## src/rtl/fdiv_seq.sv

```systemverilog
// fdiv_seq: iterative IEEE-754 single/half divider, one restoring quotient bit per clock
module fdiv_seq (
  input  logic        clk,
  input  logic        rst,
  input  logic        start,
  input  logic [31:0] op_a,
  input  logic [31:0] op_b,
  input  logic        mode_fp,
  input  logic        round_mode,
  output logic        busy,
  output logic        done,
  output logic [31:0] re,
  output logic        flag_dz,
  output logic        flag_nv
);
  typedef enum logic [1:0] {IDLE, UNPACK, DIVIDE, ROUND} state_t;
  localparam logic [1:0] K_NORM = 2'd0, K_NAN = 2'd1, K_INF = 2'd2, K_ZERO = 2'd3;
  state_t state_q, state_d;
  logic [31:0] a_q, a_d, b_q, b_d, re_q, re_d;
  logic sp_q, sp_d, rm_q, rm_d, s_q, s_d, pdz_q, pdz_d;
  logic dz_q, dz_d, nv_q, nv_d, done_q, done_d;
  logic [1:0] kind_q, kind_d, kind_u;
  logic [25:0] r_q, r_d, diff;
  logic [24:0] q_q, q_d;
  logic [23:0] mb_q, mb_d, ma, mb;
  logic [9:0] e_q, e_d, e2;
  logic [4:0] cnt_q, cnt_d;
  logic [7:0] ea, eb, emax, eo;
  logic [22:0] fa, fb, fq, fr, fo;
  logic sa, sb, na, nb, ia, ib, za, zb, lt, qbit, inc, cy, ovf, unf, so;
  logic [31:0] res;
  assign emax = sp_q ? 8'hFF : 8'h1F;
  assign ea = sp_q ? a_q[30:23] : {3'b0, a_q[14:10]};
  assign eb = sp_q ? b_q[30:23] : {3'b0, b_q[14:10]};
  assign fa = sp_q ? a_q[22:0] : {13'b0, a_q[9:0]};
  assign fb = sp_q ? b_q[22:0] : {13'b0, b_q[9:0]};
  assign sa = sp_q ? a_q[31] : a_q[15];
  assign sb = sp_q ? b_q[31] : b_q[15];
  assign ma = sp_q ? {1'b1, fa} : {13'b0, 1'b1, fa[9:0]};
  assign mb = sp_q ? {1'b1, fb} : {13'b0, 1'b1, fb[9:0]};
  assign na = (ea == emax) && (fa != '0);
  assign nb = (eb == emax) && (fb != '0);
  assign ia = (ea == emax) && (fa == '0);
  assign ib = (eb == emax) && (fb == '0);
  assign za = ea == '0;
  assign zb = eb == '0;
  assign lt = ma < mb;
  assign kind_u = (na | nb | (za & zb) | (ia & ib)) ? K_NAN : (ia | zb) ? K_INF :
                  (za | ib) ? K_ZERO : K_NORM;
  assign qbit = r_q >= {2'b0, mb_q};
  assign diff = r_q - {2'b0, mb_q};
  // q keeps frac/G/R only; the hidden 1 of a single quotient shifts out the top
  assign fq = sp_q ? q_q[24:2] : {13'b0, q_q[11:2]};
  assign inc = ~rm_q & q_q[1] & (q_q[0] | (r_q != '0) | q_q[2]);
  assign cy = inc & (sp_q ? &q_q[24:2] : &q_q[11:2]);
  assign fr = fq + {22'b0, inc};
  assign e2 = e_q + {9'b0, cy};
  assign ovf = $signed(e2) >= $signed({2'b0, emax});
  assign unf = $signed(e2) <= 10'sd0;
  assign eo = (kind_q == K_NAN || kind_q == K_INF) ? emax : kind_q == K_ZERO ? 8'd0 :
              ovf ? emax - {7'b0, rm_q} : unf ? 8'd0 : e2[7:0];
  assign fo = kind_q == K_NAN ? (sp_q ? 23'h400000 : 23'h000200) : kind_q != K_NORM ? 23'd0 :
              ovf ? {23{rm_q}} : unf ? 23'd0 : fr;
  assign so = (kind_q != K_NAN) & s_q;
  assign res = sp_q ? {so, eo, fo} : {16'b0, so, eo[4:0], fo[9:0]};
  always_comb begin
    state_d = state_q;
    a_d = a_q;
    b_d = b_q;
    sp_d = sp_q;
    rm_d = rm_q;
    s_d = s_q;
    pdz_d = pdz_q;
    kind_d = kind_q;
    r_d = r_q;
    q_d = q_q;
    mb_d = mb_q;
    e_d = e_q;
    cnt_d = cnt_q;
    re_d = re_q;
    dz_d = dz_q;
    nv_d = nv_q;
    done_d = 1'b0;
    case (state_q)
      IDLE: if (start) begin
        a_d = op_a;
        b_d = op_b;
        sp_d = mode_fp;
        rm_d = round_mode;
        dz_d = 1'b0;
        nv_d = 1'b0;
        state_d = UNPACK;
      end
      UNPACK: begin
        s_d = sa ^ sb;
        kind_d = kind_u;
        pdz_d = (kind_u == K_INF) & ~ia;
        mb_d = mb;
        r_d = lt ? {1'b0, ma, 1'b0} : {2'b0, ma};
        q_d = '0;
        e_d = {2'b0, ea} - {2'b0, eb} + (sp_q ? 10'd127 : 10'd15) - {9'b0, lt};
        cnt_d = sp_q ? 5'd25 : 5'd12;
        state_d = kind_u == K_NORM ? DIVIDE : ROUND;
      end
      DIVIDE: begin
        r_d = (qbit ? diff : r_q) << 1;
        q_d = {q_q[23:0], qbit};
        cnt_d = cnt_q - 5'd1;
        if (cnt_q == 5'd0) state_d = ROUND;
      end
      ROUND: begin
        re_d = res;
        dz_d = pdz_q;
        nv_d = kind_q == K_NAN;
        done_d = 1'b1;
        state_d = IDLE;
      end
    endcase
  end
  always_ff @(posedge clk) begin
    if (rst) begin
      state_q <= IDLE;
      a_q <= '0;
      b_q <= '0;
      sp_q <= 1'b0;
      rm_q <= 1'b0;
      s_q <= 1'b0;
      pdz_q <= 1'b0;
      kind_q <= K_NORM;
      r_q <= '0;
      q_q <= '0;
      mb_q <= '0;
      e_q <= '0;
      cnt_q <= '0;
      re_q <= '0;
      dz_q <= 1'b0;
      nv_q <= 1'b0;
      done_q <= 1'b0;
    end else begin
      state_q <= state_d;
      a_q <= a_d;
      b_q <= b_d;
      sp_q <= sp_d;
      rm_q <= rm_d;
      s_q <= s_d;
      pdz_q <= pdz_d;
      kind_q <= kind_d;
      r_q <= r_d;
      q_q <= q_d;
      mb_q <= mb_d;
      e_q <= e_d;
      cnt_q <= cnt_d;
      re_q <= re_d;
      dz_q <= dz_d;
      nv_q <= nv_d;
      done_q <= done_d;
    end
  end
  assign busy = state_q != IDLE;
  assign done = done_q;
  assign re = re_q;
  assign flag_dz = dz_q;
  assign flag_nv = nv_q;
endmodule

```

## config.mk

```make
export PLATFORM = sky130hd
export DESIGN_NAME = fdiv_seq
export DESIGN_NICKNAME = d
export VERILOG_FILES = /design/src/rtl/fdiv_seq.sv
export SDC_FILE = /design/constraint.sdc
export NUM_CORES = 1
export LEC_CHECK = 0
export CAP_MARGIN = 15
export CORE_ASPECT_RATIO = 0.8
export CORE_MARGIN = 5
export CORE_UTILIZATION = 55
export CTS_BUF_LIST = sky130_fd_sc_hd__clkbuf_16
export CTS_CLUSTER_SIZE = 30
export DETAILED_ROUTE_END_ITERATION = 8
export DONT_BUFFER_PORTS = 1
export PLACE_DENSITY = 0.67
export SLEW_MARGIN = 20
export SYNTH_ARGS = -nofsm -noshare
export SYNTH_HDL_FRONTEND = slang
export SYNTH_SLANG_ARGS = --single-unit
```

## constraint.sdc

```tcl
create_clock -name clk -period 9.1 [get_ports clk]
set_input_delay 0.91 -clock clk [delete_from_list [all_inputs] [get_ports clk]]
set_output_delay 0.91 -clock clk [all_outputs]
set_load 0.005 [all_outputs]
```

==> results of run 1 <==
==> kinds of logic after synthesis <==
group                    Yosys count
AND/OR/NAND/NOR                  587
XOR/XNOR                          62
buffers and inverters            161
flip-flops                       197
AO/OA/AOI/OAI                    380
adder cells (fa/ha/maj)           89
multiplexers                      53
==> critical path: cells and delay by family, from the launching register on <==
family,cells,cell delay [ns]
compound gates,5,1.57
flops,1,0.74
xor+xnor,1,0.13
buf+inv,2,0.78
fa+ha+maj,5,1.32
mux,1,0.09
simple gates,7,0.92
==> flip-flops by register name, summed over array words and instances (netlist names), 5 cells and up <==
signal,flops
a_q,32
b_q,32
re,32
r_q,26
q_q,25
mb_q,24
e_q,10
cnt_q,5
==> power breakdown <==
| group | total, mW | leakage [nW] | switching, mW | internal, mW |
|---|---|---|---|---|
| combinational | 2.87 | 2.98 | 1.73 | 1.14 |
| clock | 0.809 | 0.305 | 0.423 | 0.386 |
| sequential | 1.14 | 1.60 | 0.154 | 0.984 |
| total | 4.82 | 4.89 | 2.31 | 2.51 |
==> synthesized netlist by cell type (6+ instances only) <==
library cell / count
sky130_fd_sc_hd__a31oi_1: 11
sky130_fd_sc_hd__xnor2_1: 35
sky130_fd_sc_hd__nor3_1: 19
sky130_fd_sc_hd__o21bai_1: 9
sky130_fd_sc_hd__a32o_1: 16
sky130_fd_sc_hd__nand2b_1: 10
sky130_fd_sc_hd__a211oi_1: 15
sky130_fd_sc_hd__clkbuf_1: 56
sky130_fd_sc_hd__nor4_1: 18
sky130_fd_sc_hd__o211ai_1: 18
sky130_fd_sc_hd__nand3_1: 64
sky130_fd_sc_hd__mux2i_1: 44
sky130_fd_sc_hd__mux2_2: 9
sky130_fd_sc_hd__buf_2: 10
sky130_fd_sc_hd__ha_1: 85
sky130_fd_sc_hd__o21a_1: 7
sky130_fd_sc_hd__nand2_1: 295
sky130_fd_sc_hd__nor2b_1: 9
sky130_fd_sc_hd__dfxtp_1: 197
sky130_fd_sc_hd__o21ai_0: 46
sky130_fd_sc_hd__a21o_1: 14
sky130_fd_sc_hd__a211o_1: 6
sky130_fd_sc_hd__inv_1: 73
sky130_fd_sc_hd__nand4_1: 16
sky130_fd_sc_hd__buf_1: 14
sky130_fd_sc_hd__and2_1: 19
sky130_fd_sc_hd__a21oi_1: 184
sky130_fd_sc_hd__and3_1: 10
sky130_fd_sc_hd__xor2_1: 26
sky130_fd_sc_hd__nor2_1: 107
==> placed cells by master (no fill, tap or decap), drive strengths merged, types with 5 or more instances in the layout <==
cell type / count
nor3: 19
ha: 85
nand2: 296
nor4: 18
nand4: 16
clkbuf: 17
o21a: 7
dfxtp: 197
xnor2: 36
xor2: 26
a31oi: 13
nand3: 65
or3: 5
nand2b: 10
a32oi: 5
a211oi: 17
and3: 10
nor2b: 9
clkinv: 7
a21oi: 184
nor2: 108
o21ai: 53
o211ai: 18
inv: 83
mux2i: 44
buf: 10
a32o: 16
a211o: 6
o21bai: 9
a21o: 14
and2: 19
mux2: 9
==> per-stage QoR <==
step	utilization	std cells
after global placement	0.557	1728
after CTS	0.587	1760
after global routing	0.589	1761
after floorplan	-	1529
final	0.589	1761
after detailed placement	0.557	1728
==> final timing paths <==
check	end	slack (ns)	depth (start not counted)
worst max-delay path	e_q[8]	3.48	21
worst max register to register	e_q[8]	3.48	21
worst min register to register	a_q[25]	0.46	2
worst min-delay path	a_q[25]	0.46	2
==> routing by layer <==
metal  GRT usage  vias to the layer above
li1            -                     5230
met1       0.405                     4866
met2       0.347                      375
met3      0.0583                       44
met4      0.0558                        2
met5           0                        -
==> final cells by class <==
type	instances	share of cell area
clock inverters	15	0.0168
well taps	275	0.0273
flip-flops and latches	197	0.314
repair buffers	10	0.00756
inverters	76	0.0227
clock buffers	17	0.0338
multi-input cells	1171	0.578
==> impl_metrics.toml, run 1 <==
[clocking]
postcts_resize_cnt = 0
cts_buffer_depth = 2
cell_chosen_for_the_clock_root = "sky130_fd_sc_hd__clkbuf_16"
cts_htree_levels = 4
clock_latency_ns = 0.45
cts_tree = "yes"
post_cts_hold_buffer_count = 0
clk_pin_slew_ns = 0.08
clkSinkCount = 197
cts_buffers = 17
cts.repair_timing.setup_buffer_count = 0

[power_and_ir_drop]
power.density_cell_area_nw_per_um2 = 383
vdd_ir_drop_max_uv = 236
power.total_mw = 4.82
total_leakage_power_nw = 4.89

[synth]
yosys.area_share.adder = 0.0965
compound_gate_fraction_of_synth_area = 0.205
main_combinational_cell_family_by_area_after_synthesis = "simple AND/OR/NAND/NOR gates"
ys_types = 76
area_share_of_the_largest_cell_type_after_synthesis = 0.333
synthSimpleGateAreaFrac = 0.220
number_of_synthesized_flops_with_an_enable_pin = 0
ys_dominant_reg_cell = "sky130_fd_sc_hd__dfxtp_1"
ys_ff_latch = 197
async_reset_ff_frac = 0
synth_top_cell_by_area = "sky130_fd_sc_hd__dfxtp_1"
warnings_synthesis = 0
synth_top_cells_by_area = "sky130_fd_sc_hd__dfxtp_1, sky130_fd_sc_hd__nand2_1, sky130_fd_sc_hd__ha_1"
synthesized_instance_count = 1529
synth_nets = 1687
synth_seq_area_share = 0.333
synthXorXnorAreaFrac = 0.0464
muxShareOfSynthArea = 0.0457
syn-cell-area_um2 = 11900
per_instance_average_area_after_synthesis_um2 = 7.75

[placed_design]
globalplace.congestion = 0.960
place.detailed.hpwl_um = 22900
placed_area_um2 = 11900
portBuffers = 0
pre_cts_ws_ns = 3.57

[sta]
unrepaired_setup_endpoints_after_global_routing = "no"
timing.clock.skew_ns = 0.0131
period_share = 0.617
slew_headroom = 0.354
fin_hold_ws_ns = 0.462
setup_ws_ns = 3.48
tns_ns = 0
worstMarginPinSlew_ns = 0.969
hold_viol_final = 0
finalCriticalPeriod_ns = 5.62
timing.final.max_slew_violations = 0
timing.final.setup_violations = 0
achievable-frequency_mhz = 178

[routing]
antenna_violating_nets_left = 0
route.detailed.drc = 0
average_wire_per_cell_in_the_routed_design_um = 18.0
drt-total-wl_um = 31800
detailroute.wirelength.met3_um = 2360
detail_route.wirelength.met1_um = 16500
drt_pass1_iterations = 6
vias = 10500
dr.max_layer_used = "met5"
via_per_inst = 5.97
met2RoutedLength_um = 12400
first_iter_violations = 1054

[grt]
initial_antenna_violation_count = 1
track_usage = 0.255
pin_count_of_the_biggest_net_entering_global_routing = 173
grt_first_pass_wirelength_um = 51800
globalRoute.totalOverflow = 0
first_global_vias = 9725

[floorplanning]
io_pins = 105
fp.dieW_um = 174
die_height_um = 141
design.die.area_um2 = 24600
start_util = 0.554
core_area_um2 = 21400
fp-row-count = 48

[finish]
areaGrowthSynthToFinish_pct = 6.16
multi_input_area_um2 = 7280
drive_gt1_frac = 0.0498
fillers = 2020
final_area_um2 = 12600
layout.nets = 1631
antennaDiodeCount = 0
seq_area_um2 = 3950

[setup_path]
critical_path.cell_chain = "clkinv_1, nor2_1, ha_1, nand4_1, nor3_1, o41ai_1, nand3_1, a31oi_4, inv_1, ha_1, ha_1, ha_1, fa_1, a21oi_1, o21bai_1, a21oi_1, nor2_1, nor2_1, xnor2_1, mux2i_1, nor2_1"
cp_slowest_cell = "sky130_fd_sc_hd__a31oi_4"
cp_data_arrival_time_ns = 6.00
critical_path.max_fanout = 41
worstSetupStartpointType = "flop"
cp_data_required_time_ns = 9.48
r2r_start = "sp_q"
critPathMaxStageDelay_ns = 0.80
endpoint_kind = "flop"
start_point_of_the_critical_path = "sp_q"
setup.worst_path.class = "reg2reg"

[min_path]
timing.hold.worst.class = "reg2reg"
hold_path.startpoint = "a_q[25]"

[status]
status = "finished clean"

[job]
maxCapViolations = 0
(Power assumes the default switching activity.)
==> run 2: changes to the inputs <==
- PLACE_DENSITY: 0.67 -> 0.7
- clock period: 9.1 -> 5 ns (I/O delays scaled with it)
==> run 2 against run 1 <==
Net effect: final cell count rose by 0.28%; highest routed layer is now met4; die area did not move; clock power rose by 85%; worst setup slack got worse by 3.1 ns; register-to-register slack got worse by 3.1 ns; largest cell class unchanged; via count fell by 0.89%; wire length fell by 0.89%; power rose by 81%; sequential power rose by 80%; first-iteration DRC count rose by 4.0%; sequential share of layout area fell by 0.14 points; non-clock buffer count rose by 5.
==> impl_metrics.toml, run 2 (same netlist as run 1, synthesis figures left out) <==
[finish]
areaGrowthSynthToFinish_pct = 6.63
layout_commonest_cell = "sky130_fd_sc_hd__nand2_1"
fillers = 1962
most-common-layout-cells = "sky130_fd_sc_hd__nand2_1, sky130_fd_sc_hd__dfxtp_1, sky130_fd_sc_hd__a21oi_1, sky130_fd_sc_hd__nor2_1, sky130_fd_sc_hd__ha_1"
multi_input_area_um2 = 7290
drive_gt1_frac = 0.0563
antennaDiodeCount = 0
final_core_util = 0.591
seq_area_um2 = 3950
layout.nets = 1636

[floorplanning]
core_area_um2 = 21400
die_height_um = 141
fp.dieW_um = 174
io_pins = 105
design.die.area_um2 = 24600
start_util = 0.554
fp-row-count = 48

[clocking]
clk_pin_slew_ns = 0.09
cell_chosen_for_the_clock_root = "sky130_fd_sc_hd__clkbuf_16"
cts.repair_timing.setup_buffer_count = 0
clock_latency_ns = 0.45
clkSinkCount = 197
cts_buffer_depth = 2
cts_htree_levels = 4
cts_tree = "yes"
cts_buffers = 17

[setup_path]
critical_path.max_fanout = 8
cp_data_arrival_time_ns = 4.96
cp_data_required_time_ns = 5.37
start_point_of_the_critical_path = "rm_q"
r2r_start = "rm_q"
worstSetupStartpointType = "flop"
endpoint_kind = "flop"
timing.reg2reg.worst_path_depth = 19
setup.worst_path.class = "reg2reg"

[grt]
globalRoute.totalOverflow = 0
initial_antenna_violation_count = 0
first_global_vias = 9750
pin_count_of_the_biggest_net_entering_global_routing = 173
grt_first_pass_wirelength_um = 51700
track_usage = 0.254

[routing]
antenna_violating_nets_left = 0
drt_pass1_iterations = 5
first_iter_violations = 1096
vias = 10400
drt-total-wl_um = 31500
average_wire_per_cell_in_the_routed_design_um = 17.8
via_per_inst = 5.90
route.detailed.drc = 0

[min_path]
hold_depth = 1
timing.hold.worst.class = "in2reg"
hold_path.startpoint = "rst"

[sta]
finalCriticalPeriod_ns = 4.59
timing.final.setup_violations = 0
timing.clock.skew_ns = 0.0180
unrepaired_setup_endpoints_after_global_routing = "no"
worstMarginPinSlew_ns = 0.773
tns_ns = 0
slew_headroom = 0.482
setup_ws_ns = 0.413
period_share = 0.917
timing.final.max_slew_violations = 0
achievable-frequency_mhz = 218
hold_viol_final = 0

[job]
maxCapViolations = 0

[placed_design]
pre_cts_ws_ns = 0.267
portBuffers = 0
place.detailed.hpwl_um = 22700
globalplace.congestion = 0.925

[power_and_ir_drop]
power.density_cell_area_nw_per_um2 = 690
vdd_ir_drop_max_uv = 369
total_leakage_power_nw = 4.92

[status]
status = "finished clean"
==> run 2: path summary, 6_finish.rpt <==
check | endpoint | slack [ns]
setup / recovery | re[10] | 0.41
hold / removal | re[16] | 0.12
setup reg to reg | re[10] | 0.41
hold reg to reg | b_q[24] | 0.46
==> run 2: what timing repair did <==
| item | in CTS | in global routing |
|---|---|---|
| hold buffers | 0 | 0 |
| setup endpoints to repair | 0 | 9 |
| resized for setup | 0 | 3 |
==> run 2: where the power goes <==
group / leakage (nW) / switching, mW / internal [mW]
Sequential: 1.60 / 0.263 / 1.79
Clock: 0.310 / 0.785 / 0.715
Combinational: 3.01 / 3.13 / 2.04
==> run 2: worst max-delay path, cell delays in order (launching register included) <==
cell	delay [ns]
sky130_fd_sc_hd__dfxtp_1	0.41
sky130_fd_sc_hd__nor2b_2	0.20
sky130_fd_sc_hd__and4_1	0.29
sky130_fd_sc_hd__and2_1	0.21
sky130_fd_sc_hd__nand2_1	0.11
sky130_fd_sc_hd__a21oi_1	0.26
sky130_fd_sc_hd__ha_1	0.28
sky130_fd_sc_hd__ha_1	0.27
sky130_fd_sc_hd__nand2_1	0.09
sky130_fd_sc_hd__or3_1	0.40
sky130_fd_sc_hd__xnor2_2	0.17
sky130_fd_sc_hd__ha_1	0.30
sky130_fd_sc_hd__nand4_1	0.10
sky130_fd_sc_hd__or4_4	0.44
sky130_fd_sc_hd__and3_1	0.27
sky130_fd_sc_hd__o21ai_1	0.15
sky130_fd_sc_hd__a21oi_1	0.11
sky130_fd_sc_hd__nor3_1	0.20
sky130_fd_sc_hd__a21oi_1	0.07
sky130_fd_sc_hd__o22ai_1	0.17
==> run 2: final cells by class <==
type	instances	area share
Sequential cell	197	0.312
Tap cell	275	0.0272
Timing Repair Buffer	15	0.00990
Clock buffer	17	0.0337
Inverter	76	0.0226
Clock inverter	15	0.0173
Multi-Input combinational cell	1171	0.577
==> run 2: routing by layer <==
layer	up-vias	track usage	share of wire
li1	5238	-	-
met1	4801	0.404	0.52
met2	346	0.347	0.40
met3	38	0.0469	0.069
met4	0	0.0679	0.017
met5	-	0	0
==> run 2: stage by stage <==
stage               std cells  hold slack, ns  total power [mW]  cell area, µm²
detailed placement       1734           0.443              7.15           12000
global placement         1734           0.435              7.10           12000
finish                   1766           0.121              8.73           12600
CTS                      1766           0.103              8.71           12600
floorplan                1529           0.433              6.17           11900
global route             1766           0.104              9.43           12600
